$ cat src/rtl/uart_rx_param.sv
// rtl/uart_rx_param.sv - parametrised UART receiver with holding register and error flags
// Optional UART_RX_MAJORITY_EN: 2-of-3 majority vote around the bit centre.
module uart_rx_param #(
    parameter int CLKS_PER_BIT = 868,
    parameter int DATA_BITS    = 8,
    parameter int PARITY_MODE  = 0,
    parameter int STOP_BITS    = 1
) (
    input  logic                 clk,
    input  logic                 rst,
    input  logic                 uart_rxd,
    input  logic                 rx_ack,
    output logic                 rx_busy,
    output logic [DATA_BITS-1:0] uart_rx_data,
    output logic                 rx_valid,
    output logic                 rx_parity_err,
    output logic                 rx_frame_err,
    output logic                 rx_overrun
);

    localparam int CW = $clog2(CLKS_PER_BIT);
    localparam int BW = $clog2(DATA_BITS);
    localparam int SP = CLKS_PER_BIT / 2;
`ifdef UART_RX_MAJORITY_EN
    localparam int DP = SP + 1;
`else
    localparam int DP = SP;
`endif
    localparam logic [CW-1:0] DP_C  = CW'(DP);
    localparam logic [CW-1:0] END_C = CW'(CLKS_PER_BIT - 1);

    typedef enum logic [2:0] {S_IDLE, S_START, S_DATA, S_PARITY, S_STOP} state_t;

    state_t               state, state_n;
    logic                 sync1, rxd_s;
    logic [CW-1:0]        cnt;
    logic [BW-1:0]        bit_idx;
    logic                 stop_idx;
    logic [DATA_BITS-1:0] shreg;
    logic                 perr, ferr, ferr_now;
    logic                 armed;
    logic                 commit;
    logic                 sample_bit;
    logic                 sample_pt, bit_end, last_data, last_stop;

    always_ff @(posedge clk) begin
        if (rst) begin
            sync1 <= 1'b1;
            rxd_s <= 1'b1;
        end else begin
            sync1 <= uart_rxd;
            rxd_s <= sync1;
        end
    end

`ifdef UART_RX_MAJORITY_EN
    logic maj_a, maj_b;

    // Votes from the two cycles before the decision point; the third vote is live rxd_s.
    always_ff @(posedge clk) begin
        if (rst) begin
            maj_a <= 1'b1;
            maj_b <= 1'b1;
        end else begin
            if (cnt == CW'(SP - 1)) maj_a <= rxd_s;
            if (cnt == CW'(SP))     maj_b <= rxd_s;
        end
    end

    assign sample_bit = (maj_a & maj_b) | (maj_a & rxd_s) | (maj_b & rxd_s);
`else
    assign sample_bit = rxd_s;
`endif

    assign sample_pt = (cnt == DP_C);
    assign bit_end   = (cnt == END_C);
    assign last_data = (bit_idx == BW'(DATA_BITS - 1));
    assign last_stop = (int'(stop_idx) == STOP_BITS - 1);

    always_ff @(posedge clk) begin
        if (rst) state <= S_IDLE;
        else     state <= state_n;
    end

    always_comb begin
        state_n = state;
        case (state)
            S_IDLE:   if (!rxd_s && armed) state_n = S_START;
            S_START:  if (sample_pt && sample_bit) state_n = S_IDLE;
                      else if (bit_end) state_n = S_DATA;
            S_DATA:   if (bit_end && last_data)
                          state_n = (PARITY_MODE != 0) ? S_PARITY : S_STOP;
            S_PARITY: if (bit_end) state_n = S_STOP;
            S_STOP:   if (sample_pt && last_stop) state_n = S_IDLE;
            default:  state_n = S_IDLE;
        endcase
    end

    always_comb begin
        rx_busy  = (state != S_IDLE);
        commit   = (state == S_STOP) && sample_pt && last_stop;
        ferr_now = ferr | ~sample_bit;
    end

    // armed blocks a new start after a commit until the line has been seen idle (break handling).
    always_ff @(posedge clk) begin
        if (rst) begin
            cnt      <= '0;
            bit_idx  <= '0;
            stop_idx <= 1'b0;
            shreg    <= '0;
            perr     <= 1'b0;
            ferr     <= 1'b0;
            armed    <= 1'b0;
        end else begin
            if (state == S_IDLE || bit_end) cnt <= '0;
            else                            cnt <= cnt + CW'(1);

            if (commit)                      armed <= 1'b0;
            else if (state == S_IDLE && rxd_s) armed <= 1'b1;

            case (state)
                S_START: begin
                    bit_idx  <= '0;
                    stop_idx <= 1'b0;
                    perr     <= 1'b0;
                    ferr     <= 1'b0;
                end
                S_DATA: begin
                    if (sample_pt) shreg <= {sample_bit, shreg[DATA_BITS-1:1]};
                    if (bit_end && !last_data) bit_idx <= bit_idx + BW'(1);
                end
                S_PARITY: begin
                    if (sample_pt)
                        perr <= (PARITY_MODE == 1) ? (^shreg ^ sample_bit)
                                                   : ~(^shreg ^ sample_bit);
                end
                S_STOP: begin
                    if (sample_pt) ferr <= ferr_now;
                    if (bit_end)   stop_idx <= 1'b1;
                end
                default: ;
            endcase
        end
    end

    always_ff @(posedge clk) begin
        if (rst) begin
            uart_rx_data  <= '0;
            rx_valid      <= 1'b0;
            rx_parity_err <= 1'b0;
            rx_frame_err  <= 1'b0;
            rx_overrun    <= 1'b0;
        end else if (commit) begin
            uart_rx_data  <= shreg;
            rx_valid      <= 1'b1;
            rx_parity_err <= perr;
            rx_frame_err  <= ferr_now;
            rx_overrun    <= rx_valid && !rx_ack;
        end else if (rx_valid && rx_ack) begin
            rx_valid      <= 1'b0;
            rx_parity_err <= 1'b0;
            rx_frame_err  <= 1'b0;
            rx_overrun    <= 1'b0;
        end
    end

endmodule

$ cat config.mk
export PLATFORM = sky130hd
export DESIGN_NAME = uart_rx_param
export DESIGN_NICKNAME = d
export VERILOG_FILES = /design/src/rtl/uart_rx_param.sv
export SDC_FILE = /design/constraint.sdc
export NUM_CORES = 1
export LEC_CHECK = 0
export BUFFER_PORTS_ARGS = -buffer_cell sky130_fd_sc_hd__buf_2
export CORE_ASPECT_RATIO = 0.9
export CORE_MARGIN = 2
export CORE_UTILIZATION = 55
export CTS_CLUSTER_SIZE = 12
export DETAILED_ROUTE_END_ITERATION = 6
export PLACE_DENSITY = 0.75
export SYNTH_ARGS = -nofsm -noshare
export SYNTH_HDL_FRONTEND = slang
export SYNTH_SLANG_ARGS = --single-unit
export TNS_END_PERCENT = 20
$ cat constraint.sdc
create_clock -name clk -period 4.55 [get_ports clk]
set_clock_uncertainty 0.05 [all_clocks]
set_input_delay 0.455 -clock clk [delete_from_list [all_inputs] [get_ports clk]]
set_output_delay 0.455 -clock clk [all_outputs]
set_load 0.03 [all_outputs]
==> metrics.md <==
| Metric | Value |
|---|---|
| Run status | completed |
| Critical Path AT | 2.34 ns |
| FP Rows | 20 |
| RSZ-0062 raised after global routing | no |
| Post-synth top area share | 45.1% |
| Post-Layout Cell Count | between 200 and 300 |
| Synth warn | 0 |
| Commonest non-fill, non-tap cell in the layout | dfxtp_1 |
| Place WS | 2.42 ns |
| Placed cell count | 272 |
| LEAKAGE | 0.751 nW |
| FFs w/ async S/R, synth | 0% |
| Max IR drop VDD | 0.203 mV |
| Worst Tran Pin Value | between 0.7 and 0.8 ns |
| R2r endpoint | bit_idx[0] |
| Fin area | between 0.002 and 0.0025 sq mm |
| Largest net degree at the start of global routing | 34 |
| Worst Path Max Fanout | 13 |
| Delay-heaviest family, CP | simple AND/OR/NAND/NOR gates |
| # fillers | 297 |
| Ant diodes | 0 |
| CP Cell Sequence | nand2b_1 -> nor2_1 -> a32oi_2 -> or4_1 -> a21oi_1 |
| GRT Overall Usage | 20.8% |
| Worst R2R Path Depth | 5 |
| Hold_buf cts | 0 |
| Drt first pass iters | 4 |
| Buf/Inv on CP | 0 |
| CTS tree | done |
| Initial Utilization | 56.4% |
| Max incr delay on CP | 0.59 ns |
| Root buffer cell | clkbuf_8 |
| Unique masters post-synth | 38 |
| Post-Syn Instances | 220 |
| Die area | 0.00387 sq mm |
| Seq cells post-synth | 42 |
| Post-synth top flop | dfxtp_1 |
| Slew Limit Fails | 0 |
| Net Count, Synth | 228 |
| Number of global-route vias before repair | 1,299 |
| Syn Std Cell Area | about 0.0019 sq mm |
| Clk slew on worst S/H paths | 0.08 ns |
| Most frequent cells in the layout | 42 x dfxtp_1, 38 x nand2_1, 29 x a21oi_1, 20 x nor2_1, 16 x buf_2 |
| RePlAce Congestion | 0.872 |
| Placed cell areas | 0.00196 sq mm |
| Hold depth | 2 |
| Yosys top cell by area | dfxtp_1 |
| Fin Setup TNS | 0 ns |
| Initial antenna violation count | 0 |
| Path length in cells of the critical path | 5 |
| Final Hold Vio Count | 0 |
| Total core area | 0.00330 sq mm |
| Kind of critical path | reg2reg |
| Gates resized, CTS repair | 0 |
| Final nets | between 200 and 250 |
| Worst setup SP type | flip-flop |
| Pwr Density | approximately 370 mW/mm^2 |
| Number of setup buffers added after CTS | 0 |
| Fin crit period | 2.17 ns |
| Die height | 59.2 microns |
| Hold Crit Endpoint | sync1 |
| Max Clock Freq | around 460 MHz |
| Flop2flop setup slack | 2.38 ns |
| RR Startpoint | state[1] |
| DRT iter0 DRCs | 100 |
| HPWL Detailed | 2480 microns |
| Clock Path Buffers | 2 |
| Final worst-path cycle share | between 40% and 50% |
| Clock Latency Late Sink | 0.29 ns |
| # clock sinks | 42 |
| Chip width | 65.4 microns |
| Total gr overflow | 0 |
| Mean routed wirelength per cell | roughly 13 microns |
| Post-route ant nets | 0 |
| Via count | 1,508 |
| Area added between synthesis and finish | 13.0% |
| Final WS setup | 2.38 ns |
| Num CTS Buffers | 5 |
| Mapped Avg Cell Area | 8.47 sq um |
| Top cells by area in the synthesized netlist | dfxtp_1 45%, a21oi_1 7.8%, nand2_1 7.7%, xnor2_1 4.7%, nor2_1 4.0% |
| Crit path capture type | flip-flop |
| IO Pins | 17 |
| Critical Path RT | about 4.7 ns |
| Slew HR | a little over 50% |
| Residual DRC | 0 |
| Drt total wl | approximately 3700 microns |
| Max-cap violations | 0 |
| Share of cells above drive strength 1 | between 10 and 15% |
| Avg Vias per Cell | between 5 and 6 |
| First-pass GRT wire length | a little over 6000 microns |
| Beginning of the worst hold path | uart_rxd |
| EDFF count, synth | 0 |
| HP Class | in2reg |
| CP max stage cell | nor2_1 |
| Register area share after synthesis | between 40% and 50% |
| Final Setup Violations | 0 |
| PortBufs | 16 |
| H-tree lvl count | 2 |
layer usage:
metal	GRT usage, %	vias up	part of all wire [%]
met3	4.75	4	5.1
met1	31.3	692	52
li1	-	776	-
met5	0	-	0
met2	30.0	36	43
met4	5.36	0	0.68
kinds of logic after synthesis:
kind of cell,share of synthesized area [%]
buffers and inverters,3.96
adders and majority gates,2.69
xor gates and xnor gates,7.79
and+or+nand+nor,27.3
AOI/OAI and AO/OA,13.2
DFF,45.1
area by class of cell:
cell class | count | area [sq um] | area share (%)
well taps | 44 | 55.1 | 2.62
repair buffers | 17 | 87.6 | 4.16
inverters | 8 | 30.0 | 1.43
multi-input cells | 161 | 948 | 45.1
flip-flops and latches | 42 | 841 | 40.0
clock buffers | 6 | 82.6 | 3.92
clock inverters | 2 | 60.1 | 2.85
flip-flops by register name, summed over array words and instances (netlist names):
register,count
perr,1
rx_frame_err,1
state,3
rx_overrun,1
rx_parity_err,1
sync1,1
cnt,10
shreg,8
stop_idx,1
rxd_s,1
bit_idx,3
ferr,1
armed,1
uart_rx_data,8
rx_valid,1
worst max path at each step:
stage	to	start	slack (ns)
2_1_floorplan	bit_idx[0]	cnt[0]	2.69
3_3_place_gp	rx_frame_err	cnt[2]	2.42
3_5_place_dp	bit_idx[0]	state[1]	2.42
4_1_cts	rx_overrun	cnt[2]	2.37
5_1_grt	bit_idx[0]	state[1]	2.21
6_report	bit_idx[0]	state[1]	2.38
power breakdown:
| group | leakage (nW) | total, mW | switching, mW | internal (mW) |
|---|---|---|---|---|
| clock network | 0.0714 | 0.362 | 0.128 | 0.234 |
| registers | 0.339 | 0.378 | 0.00667 | 0.371 |
| logic | 0.341 | 0.0317 | 0.0212 | 0.0105 |
| total | 0.751 | 0.772 | 0.156 | 0.616 |
metrics by stage:
stage	total power [mW]	util, %	hold WS, ns
final	0.772	63.7	0.290
after detailed placement	0.417	59.4	0.342
after global routing	0.797	63.7	0.289
after CTS	0.775	63.7	0.286
after floorplan	0.408	-	0.339
after global placement	0.417	59.4	0.344
synth_stat cells (2+ instances only):
cell type and count:
a21oi_1 29, buf_2 2, clkbuf_1 6, dfxtp_1 42, ha_1 4, inv_1 8
nand2_1 38, nand2b_1 3, nand3_1 13, nand3b_1 4, nand4_1 2, nor2_1 20
nor3_1 7, o21ai_0 4, or2_2 2, or3_1 2, xnor2_1 10, xor2_1 4
Note: power is estimated with default switching activity, not from simulation.
